==> config.mk <==
export PLATFORM = sky130hd
export DESIGN_NAME = mem_stage_lsu
export DESIGN_NICKNAME = d
export VERILOG_FILES = /design/src/rtl/mem_stage_lsu.sv
export SDC_FILE = /design/constraint.sdc
export NUM_CORES = 1
export LEC_CHECK = 0
export ABC_AREA = 1
export BUFFER_PORTS_ARGS = -buffer_cell sky130_fd_sc_hd__buf_2
export CAP_MARGIN = 20
export CORE_AREA = 8 8 163 165
export CTS_CLUSTER_SIZE = 8
export DETAILED_ROUTE_END_ITERATION = 7
export DIE_AREA = 0 0 171 173
export PLACE_DENSITY = 0.81
export SKIP_LAST_GASP = 1
export SYNTH_ARGS = -nofsm -noshare
export SYNTH_HDL_FRONTEND = slang
export SYNTH_SLANG_ARGS = --single-unit
==> constraint.sdc <==
create_clock -name clk -period 8.1 [get_ports clk]
set_clock_uncertainty 0.1 [all_clocks]
set_input_delay 0.81 -clock clk [delete_from_list [all_inputs] [get_ports clk]]
set_output_delay 0.81 -clock clk [all_outputs]
set_load 0.1 [all_outputs]
==> src/rtl/mem_stage_lsu.sv <==
// mem_stage_lsu: MEM-stage load/store unit turning one load/store into a single data-memory bus transaction
//   clk, rst            clock and asynchronous active-high reset
//   ex_*                EX/MEM instruction fields (valid, read/write, funct3, address, store data)
//   dmem_*              registered data-memory bus request, acknowledge and read data
//   load_data           extended load result for the MEM/WB register
//   lsu_stall           freeze for PC, IF/ID, ID/EX and EX/MEM
//   lsu_fault/lsu_done  completion pulse and its fault code (00 ok, 01 misaligned, 10 timeout, 11 illegal)
module mem_stage_lsu #(
    parameter int unsigned TIMEOUT_CYCLES = 255
) (
    input  logic        clk,
    input  logic        rst,
    input  logic        ex_valid,
    input  logic        ex_mem_read,
    input  logic        ex_mem_write,
    input  logic [2:0]  ex_funct3,
    input  logic [63:0] ex_addr,
    input  logic [63:0] ex_store_data,
    output logic        dmem_req,
    output logic        dmem_we,
    output logic [63:0] dmem_addr,
    output logic [63:0] dmem_wdata,
    output logic [7:0]  dmem_wstrb,
    input  logic        dmem_ack,
    input  logic [63:0] dmem_rdata,
    output logic [63:0] load_data,
    output logic        lsu_stall,
    output logic [1:0]  lsu_fault,
    output logic        lsu_done
);
    typedef enum logic [1:0] {IDLE, BUSY, DONE} state_t;
    localparam logic [7:0] TIMEOUT = 8'(TIMEOUT_CYCLES);
    state_t      state_q, state_d;
    logic [7:0]  cnt_q, cnt_d;
    logic        req_q, req_d;
    logic        we_q, we_d;
    logic [63:0] addr_q, addr_d;
    logic [63:0] wdata_q, wdata_d;
    logic [7:0]  wstrb_q, wstrb_d;
    logic [2:0]  off_q, off_d;
    logic [2:0]  f3_q, f3_d;
    logic [63:0] load_q, load_d;
    logic [1:0]  fault_q, fault_d;
    logic        done_q, done_d;
    logic        start, illegal, misaligned;
    logic [7:0]  base_mask;
    logic [63:0] raw, ext;
    assign start      = ex_valid & (ex_mem_read | ex_mem_write);
    assign illegal    = (ex_mem_read & ex_mem_write) | (ex_mem_read & (ex_funct3 == 3'b111)) | (ex_mem_write & ex_funct3[2]);
    assign misaligned = ex_funct3[1:0] == 2'd1 ? ex_addr[0] :
                        ex_funct3[1:0] == 2'd2 ? |ex_addr[1:0] :
                        ex_funct3[1:0] == 2'd3 ? |ex_addr[2:0] : 1'b0;
    assign base_mask  = ex_funct3[1:0] == 2'd0 ? 8'h01 :
                        ex_funct3[1:0] == 2'd1 ? 8'h03 :
                        ex_funct3[1:0] == 2'd2 ? 8'h0F : 8'hFF;
    // funct3[2] set means unsigned, so the fill bit is forced to zero
    assign raw = dmem_rdata >> {off_q, 3'b000};
    assign ext = f3_q[1:0] == 2'd0 ? {{56{~f3_q[2] & raw[7]}},  raw[7:0]}  :
                 f3_q[1:0] == 2'd1 ? {{48{~f3_q[2] & raw[15]}}, raw[15:0]} :
                 f3_q[1:0] == 2'd2 ? {{32{~f3_q[2] & raw[31]}}, raw[31:0]} : raw;
    always_comb begin
        state_d = state_q;
        cnt_d   = cnt_q;
        req_d   = 1'b0;
        we_d    = we_q;
        addr_d  = addr_q;
        wdata_d = wdata_q;
        wstrb_d = wstrb_q;
        off_d   = off_q;
        f3_d    = f3_q;
        load_d  = load_q;
        fault_d = 2'b00;
        done_d  = 1'b0;
        case (state_q)
            IDLE: begin
                if (start && (illegal || misaligned)) begin
                    state_d = DONE;
                    done_d  = 1'b1;
                    fault_d = illegal ? 2'b11 : 2'b01;
                end else if (start) begin
                    state_d = BUSY;
                    req_d   = 1'b1;
                    cnt_d   = '0;
                    we_d    = ex_mem_write;
                    addr_d  = {ex_addr[63:3], 3'b000};
                    wdata_d = ex_mem_write ? ex_store_data << {ex_addr[2:0], 3'b000} : '0;
                    wstrb_d = ex_mem_write ? base_mask << ex_addr[2:0] : '0;
                    off_d   = ex_addr[2:0];
                    f3_d    = ex_funct3;
                end
            end
            BUSY: begin
                if (dmem_ack) begin
                    state_d = DONE;
                    done_d  = 1'b1;
                    load_d  = we_q ? load_q : ext;
                end else begin
                    cnt_d = cnt_q + 8'd1;
                    if (cnt_d == TIMEOUT) begin
                        state_d = DONE;
                        done_d  = 1'b1;
                        fault_d = 2'b10;
                    end else begin
                        req_d = 1'b1;
                    end
                end
            end
            default: state_d = IDLE;
        endcase
    end
    always_ff @(posedge clk or posedge rst) begin
        if (rst) begin
            state_q <= IDLE;
            cnt_q   <= '0;
            req_q   <= 1'b0;
            we_q    <= 1'b0;
            addr_q  <= '0;
            wdata_q <= '0;
            wstrb_q <= '0;
            off_q   <= '0;
            f3_q    <= '0;
            load_q  <= '0;
            fault_q <= 2'b00;
            done_q  <= 1'b0;
        end else begin
            state_q <= state_d;
            cnt_q   <= cnt_d;
            req_q   <= req_d;
            we_q    <= we_d;
            addr_q  <= addr_d;
            wdata_q <= wdata_d;
            wstrb_q <= wstrb_d;
            off_q   <= off_d;
            f3_q    <= f3_d;
            load_q  <= load_d;
            fault_q <= fault_d;
            done_q  <= done_d;
        end
    end
    assign dmem_req   = req_q;
    assign dmem_we    = we_q;
    assign dmem_addr  = addr_q;
    assign dmem_wdata = wdata_q;
    assign dmem_wstrb = wstrb_q;
    assign load_data  = load_q;
    assign lsu_fault  = fault_q;
    assign lsu_done   = done_q;
    // DONE keeps stall low so the held instruction leaves EX/MEM instead of re-issuing
    assign lsu_stall  = ~rst & (((state_q == IDLE) & start) | (state_q == BUSY));
endmodule

Word-level counts from Yosys, hierarchy flattened
Cells that the tools add are included.

storage, ports and cells
  logic and storage cells = 92
  memory bits (writable) = 0
  register bits = 218
  bits in latches = 0
  input port bits = 201
  output and inout bits = 206
  memory bits (read-only) = 0
  memories kept = 0

cells by class
  multiplexer cells = 34
  $add $sub $neg = 1
  div/mod/pow operators = 0
  eq/ne operators = 13
  multipliers = 0
  shift-type cells = 3
  reduce and logical (&&, ||, !) cells = 12
  bitwise logic cells = 17
  magnitude comparators = 0

operator list
  operator                                                          number
  64-bit two-way mux                                                4
  64-bit by 6-bit left shift with 64-bit output                     1
  64-bit by 6-bit >> shifter with 64-bit output                     1
  8-bit two-way mux                                                 7
  2-bit two-way mux                                                 8
  8-bit one-hot mux with 2 select lines                             1
  1-bit two-way mux                                                 10
  1-bit AND                                                         9
  8-bit by 1-bit adder with 8-bit output (second input constant)    1
  8-bit == test (second input constant)                             1
  2-bit one-hot mux with 2 select lines                             2
  8-bit by 3-bit left shift with 8-bit output                       1
  2-bit by 1-bit == test with 1-bit output (second input constant)  3
  2-bit == test (second input constant)                             3
  2-bit logical NOT                                                 3
  2-bit != test (second input constant)                             3
  3-bit != test (second input constant)                             2
  3-bit AND reduction                                               2
  1-bit inverter                                                    4
  1-bit bitwise OR                                                  4
  1-bit one-hot mux with 2 select lines                             2
  4-bit AND reduction                                               1
  3-bit == test (second input constant)                             1
  3-bit OR reduction                                                1
  5 further kinds                                                   5

Longest topological paths before layout
Gate-level depths: netlist of the first run.

  word-level depth = 8
  gate-level depth with buffers = 11
  mapped depth without buffers = 10

Least setup slack after synthesis of the first run
No wires, ideal clock.

  kind = input to output
  start = input ex_mem_write
  end = output lsu_stall
  arrival time = 2719 ps
  data required time = 7190 ps
  path buffers = 1
  stages = 5
  slack = 4471 ps
  cell sequence = buf_2 -> o21ai_1 -> nor2_1 -> inv_2 -> a21oi_1

between the ends
  longest elaborated chain between the ends = 5

RTL lines
  item              RTL line  RTL
  from (decl)       15        input logic ex_mem_write,
  1-bit bitwise OR  48        assign start = ex_valid & (ex_mem_read | ex_mem_write);
  1-bit AND         48
  1-bit AND         149       assign lsu_stall = ~rst & (((state_q == IDLE) & start) | (state_q == BUSY));
  1-bit bitwise OR  149
  1-bit AND         149
  to (decl)         27        output logic lsu_stall,

Every way passes these cells.

Final worst setup path of the first run
  start = input ex_addr[1]
  end = register cnt_q[0]

between the ends
  longest elaborated chain between the ends = 8
  elaborated cells on any way between the ends = 9
  those cells by class = eq/ne: 1; mux: 3; reduce/logical: 5

RTL lines
  item                               RTL line  RTL
  from (decl)                        17        input logic [63:0] ex_addr,
  3-bit OR reduction                 52        ex_funct3[1:0] == 2'd3 ? |ex_addr[2:0] : 1'b0;
  1-bit two-way mux                  52
  1-bit two-way mux (*)              51        ex_funct3[1:0] == 2'd2 ? |ex_addr[1:0] :
  1-bit two-way mux (*)              50        assign misaligned = ex_funct3[1:0] == 2'd1 ? ex_addr[0] :
  1-bit logical OR (*)               76        if (start && (illegal || misaligned)) begin
  1-bit logical AND (*)              76
  2-bit != test (no line) (*)        -
  4-bit AND reduction (no line) (*)  -
  to (signal assigned)               127       cnt_q <= cnt_d;
  to (decl)                          34        logic [7:0] cnt_q, cnt_d;

Mark *: on every way between the ends. The rest lies on a longest branch, timed or not.
A chain may end at the register's enable or synchronous reset.

==> results.json, run 1 <==
{
  "place.gp.congestion": 0.961,
  "crit_path_start_kind": "primary input",
  "clkTransAtPathRegs_ns": 0.05,
  "ant_nets": 0,
  "yosysTopAreaCell": "dfrtp_1",
  "critPathRequiredTime_ns": 8.47,
  "grt_max_degree": 158,
  "arrival_ns": 5.06,
  "cts_hold_buf": 0,
  "drc": 0,
  "setup_viol": 0,
  "die_area_um2": 29600,
  "min_path_type": "in2async",
  "grt_first_pass_wirelength_um": 68600,
  "drv_slew": 0,
  "die_h_um": 173,
  "endpoint_kind": "register",
  "ctsResizeCount": 0,
  "cts.htree.levels": 1,
  "yosys_warnings": 0,
  "r2r-start": "off_q[0]",
  "drt_wl_total_um": 44000,
  "ys_top_cells_by_area": "dfrtp_1 (45%), nand2_1 (24%), nand3_1 (6.1%)",
  "dr.first_iter.drc_count": 1674,
  "synth-seq-area-share_pct": 44.5,
  "cts_tree": "yes",
  "reg2reg_slack_ns": 4.82,
  "power.density_nw_per_um2": 471,
  "period_share_pct": 58.0,
  "cap_violations": 0,
  "fillerInstances": 2204,
  "finalHoldViolations": 0,
  "rows": 57,
  "cts_setup_buffers": 0,
  "cts-buffers-inserted": 31,
  "timing.rr.end": "load_data[48]",
  "wl_per_cell_um": 18.2,
  "netlist.area_leader.share_pct": 44.5,
  "finalNonFillerCells": 2421,
  "area.growth.synth_to_final_pct": 23.0,
  "post-route-min-period_ns": 4.70,
  "path_max_fanout": 90,
  "dp_hpwl_um": 32000,
  "layout-drive-gt1-share_pct": 22.9,
  "synth_seq_cells": 218,
  "grtUsageTotal_pct": 28.8,
  "p_int_w": 0.00282,
  "ios": 407,
  "dp_cells": 2381,
  "nets": 2296,
  "pwr-share-clk_pct": 16.3,
  "dieWidth_um": 171,
  "stdcell_area_um2": 15100,
  "reg2regPathDepth": 10,
  "max_clock_freq_mhz": 213,
  "cts_buffer_depth": 3,
  "grt_pass1_vias": 12900,
  "critPathKind": "in2reg",
  "synthCells": 1770,
  "synth_cell_type_count": 36,
  "port_buffers": 403,
  "slew_headroom_pct": 33.8,
  "power.leakage_nw": 8.38,
  "place_area_um2": 14200,
  "total_power_w": 0.00710,
  "antenna_found_initial": 2,
  "worst_pin_slew_ns": 0.991,
  "power_switching_w": 0.00427,
  "final_cell_mix": "nand2_1 (783), buf_2 (403), dfrtp_1 (218)",
  "via_per_inst": 5.48,
  "cts.sinks": 218,
  "grt_overflow": 0,
  "vdd_drop_max_uv": 457,
  "drt_first_pass_iters": 5,
  "switching_share_pct": 60.2,
  "power_frac_seq_pct": 23.5,
  "mostFrequentLayoutCell": "nand2_1",
  "start_util_pct": 51.1,
  "status": "complete, no violations",
  "rsz0062_at_grt": "no",
  "num_vias": 13300,
  "cts_root_buffer": "clkbuf_16",
  "power_frac_comb_pct": 60.2,
  "synth_area_um2": 12200,
  "worst_hold_slack_ns": 0.186,
  "timing.setup.tns_ns": 0,
  "syn_avg_cell_area_um2": 6.92,
  "coreArea_um2": 24000,
  "clkLatencyLatePin_ns": 0.55
}
## synthesized netlist by cell type
master,count
a22oi_1,1
o211ai_1,38
dfrtp_1,218
nor3_1,11
xnor2_1,1
o22ai_1,6
nor2_1,110
xor2_1,3
inv_2,8
or2_2,11
ha_1,2
o21ai_0,120
nor2_4,1
nand3b_1,1
mux2i_1,11
o21ai_2,1
clkbuf_1,45
o21ai_1,12
buf_2,46
nand2_1,783
buf_6,2
buf_1,20
a21oi_1,78
nand3_1,150
conb_1,1
clkinv_2,1
nand3_2,1
a31oi_1,6
buf_4,16
nor2_2,1
nand4_1,1
o21a_1,1
inv_1,59
o31ai_1,1
nor2_8,1
nand2_2,2
## flip-flops by register name, indices dropped and copies added (netlist names)
| signal | flops |
|---|---|
| dmem_wdata | 64 |
| load_data | 64 |
| dmem_addr | 61 |
| cnt_q | 8 |
| dmem_wstrb | 8 |
| f3_q | 3 |
| off_q | 3 |
| lsu_fault | 2 |
| state_q | 2 |
| dmem_req | 1 |
| dmem_we | 1 |
| lsu_done | 1 |
## metal layers
| layer | track usage (%) | routed length [µm] |
|---|---|---|
| met1 | 34.6 | 16300 |
| met2 | 47.6 | 21100 |
| met3 | 6.97 | 4590 |
| met4 | 13.9 | 2090 |
| met5 | 0 | 14 |
## stage by stage
stage | setup slack (ns) | utilization (%)
6_report | 3.40 | 62.9
3_3_place_gp | 3.02 | 59.1
2_1_floorplan | 1.23 | -
3_5_place_dp | 2.91 | 59.1
5_1_grt | 3.03 | 62.8
4_1_cts | 3.50 | 62.5
## cell families after synthesis
family,synth area share [%]
adders and majority gates,0.204
AOI/OAI and AO/OA,11.8
and+or+nand+nor,35.1
DFF,44.5
other,0.0306
buffers and inverters,7.13
muxes,0.899
xor gates and xnor gates,0.286
## power groups by stage
stage               clock, W  sequential (W)  combinational, W
floorplan                  0         0.00410           0.00103
global placement           0         0.00167           0.00421
detailed placement         0         0.00168           0.00425
CTS                  0.00118         0.00167           0.00426
global route         0.00122         0.00170           0.00449
finish               0.00116         0.00167           0.00427
## critical path, stage by stage
cell and delay [ns]:
buf_2 0.71, clkinv_2 0.98, nand2_1 0.36, o21ai_2 0.11, nand2_2 0.13, nor2_8 0.13
inv_4 0.51, buf_4 0.76, nand2_1 0.27, mux2i_1 0.20
## worst max-delay path by stage
stage / startpoint / end / slack [ns] / depth (start not counted)
finish: ex_addr[1] / cnt_q[0] / 3.40 / 10
floorplan: rst / cnt_q[0] / 1.23 / 1
global route: ex_addr[1] / cnt_q[7] / 3.03 / 10
global placement: ex_addr[1] / cnt_q[0] / 3.02 / 10
CTS: ex_addr[1] / cnt_q[0] / 3.50 / 10
detailed placement: ex_addr[1] / cnt_q[0] / 2.91 / 10
## final cells by class
type                       count  area (µm²)  area share, %
tap                          324         405           2.69
sequential                   218        5460           36.2
clock buffer                  33         783           5.20
antenna                        2        5.00         0.0332
multi-input combinational   1357        5930           39.4
clock inverter                 2        50.0          0.332
inverter                      68         267           1.77
timing repair buffer         417        2170           14.4
(Power assumes the default switching activity.)
==> run 2, diff against run 1 <==
clock period = 4.45 ns   (was 8.1 ns; I/O delays follow)
==> results.json, run 2 (synthesized netlist as in run 1, its figures left out) <==
{
  "critPathLaunch": "off_q[2]",
  "dieWidth_um": 171,
  "nets": 2359,
  "status": "complete, no violations",
  "wl_per_cell_um": 18.8,
  "grt_overflow": 0,
  "grt_pass1_vias": 13500,
  "cts_root_buffer": "clkbuf_16",
  "path_max_fanout": 34,
  "post-route-min-period_ns": 2.97,
  "dp_hpwl_um": 32700,
  "ctsResizeCount": 0,
  "start_util_pct": 51.1,
  "ff_latch_area_um2": 5460,
  "power.leakage_nw": 8.62,
  "num_vias": 13700,
  "arrival_ns": 3.29,
  "coreArea_um2": 24000,
  "layout_setup_ws_ns": 1.48,
  "drc": 0,
  "power_frac_seq_pct": 23.8,
  "grt_first_pass_wirelength_um": 72800,
  "drt_first_pass_iters": 8,
  "finish.utilization_pct": 65.2,
  "ios": 407,
  "grtUsageTotal_pct": 30.9,
  "die_h_um": 173,
  "finalHoldViolations": 0,
  "final_cell_mix": "nand2_1 (783), buf_2 (403), dfrtp_1 (218)",
  "drt_wl_total_um": 46800,
  "mostFrequentLayoutCell": "nand2_1",
  "switching_share_pct": 60.7,
  "antenna_found_initial": 9,
  "clkLatencyLatePin_ns": 0.55,
  "ant_nets": 0,
  "power.density_nw_per_um2": 829,
  "period_share_pct": 66.7,
  "layout-drive-gt1-share_pct": 22.5,
  "hp-start": "ex_addr[44]",
  "critPathRequiredTime_ns": 4.77,
  "cts.htree.levels": 1,
  "p_int_w": 0.00509,
  "rows": 57,
  "min_path_type": "in2reg",
  "slew_headroom_pct": 24.4,
  "clkTransAtPathRegs_ns": 0.05,
  "cts.sinks": 218,
  "cts_buffer_depth": 3,
  "cts_tree": "yes",
  "cts-buffers-inserted": 31,
  "dp_slack_ns": 1.42,
  "hold_depth": 3,
  "power_switching_w": 0.00786,
  "dr.first_iter.drc_count": 1573,
  "fillerInstances": 2118,
  "drv_slew": 0,
  "multiInputGateArea_um2": 5930,
  "reg2regPathDepth": 8,
  "pwr-share-clk_pct": 15.9,
  "timing.setup.tns_ns": 0,
  "area.growth.synth_to_final_pct": 27.6,
  "place.gp.congestion": 0.929,
  "worst_pin_slew_ns": 1.13,
  "critPathKind": "reg2reg",
  "power_frac_comb_pct": 60.3,
  "die_area_um2": 29600,
  "crit_path_start_kind": "register",
  "cap_violations": 0,
  "port_buffers": 403,
  "r2r-start": "off_q[2]",
  "setup_viol": 0,
  "rsz0062_at_grt": "no",
  "reg2reg_slack_ns": 1.48,
  "endpoint_kind": "register",
  "grt_max_degree": 102,
  "vdd_drop_max_uv": 696,
  "max_clock_freq_mhz": 337,
  "via_per_inst": 5.52
}
run 2: worst paths after layout:
| kind | endpoint |
|---|---|
| hold reg to reg | dmem_addr[3] |
| hold / removal | dmem_addr[44] |
| setup / recovery | load_data[25] |
| max in group asynchronous | dmem_addr[8] |
| min in group asynchronous | lsu_fault[1] |
| setup reg to reg | load_data[25] |
run 2: critical path: stages, from the launching register on:
cell and delay (ns):
dfrtp_1 0.79, inv_2 0.18, buf_4 0.36, nand3_1 0.17, nand3_2 0.13, inv_1 0.09, nor2_4 0.53, buf_4 0.36
a21oi_1 0.10
run 2: final cells by class:
cell class,count,area share [%]
Sequential cell,218,34.9
Multi-Input combinational cell,1357,37.9
Timing Repair Buffer,480,17.6
Antenna cell,9,0.144
Clock buffer,31,4.96
Tap cell,324,2.59
Clock inverter,2,0.184
Inverter,68,1.68
run 2: power groups by stage:
stage	combinational [W]	clock (W)	sequential, W
2_1_floorplan	0.00187	0	0.00746
3_3_place_gp	0.00768	0	0.00307
3_5_place_dp	0.00774	0	0.00307
4_1_cts	0.00779	0.00208	0.00306
5_1_grt	0.00818	0.00217	0.00315
6_report	0.00780	0.00206	0.00309
run 2: through the flow:
step | hold WS (ns) | power (W) | cells | instance area [µm²]
2_1_floorplan | 0.398 | 0.00933 | 1772 | 12300
3_3_place_gp | 0.348 | 0.0107 | 2391 | 14200
3_5_place_dp | 0.353 | 0.0108 | 2391 | 14200
4_1_cts | 0.00374 | 0.0129 | 2480 | 15600
5_1_grt | 0.0230 | 0.0135 | 2484 | 15600
6_report | 0.0215 | 0.0129 | 2489 | 15600
run 2: repair_timing:
action	CTS	global route
hold buffers	56	0
hold endpoints to repair	86	0
setup buffers	0	0
run 2: routing by layer:
metal / vias to the layer above / GRT usage (%) / wire, µm
met5: - / 0 / 22
met4: 4 / 16.5 / 2610
met3: 162 / 7.17 / 4850
met2: 817 / 50.1 / 22000
met1: 6317 / 37.4 / 17300
li1: 6439 / - / -
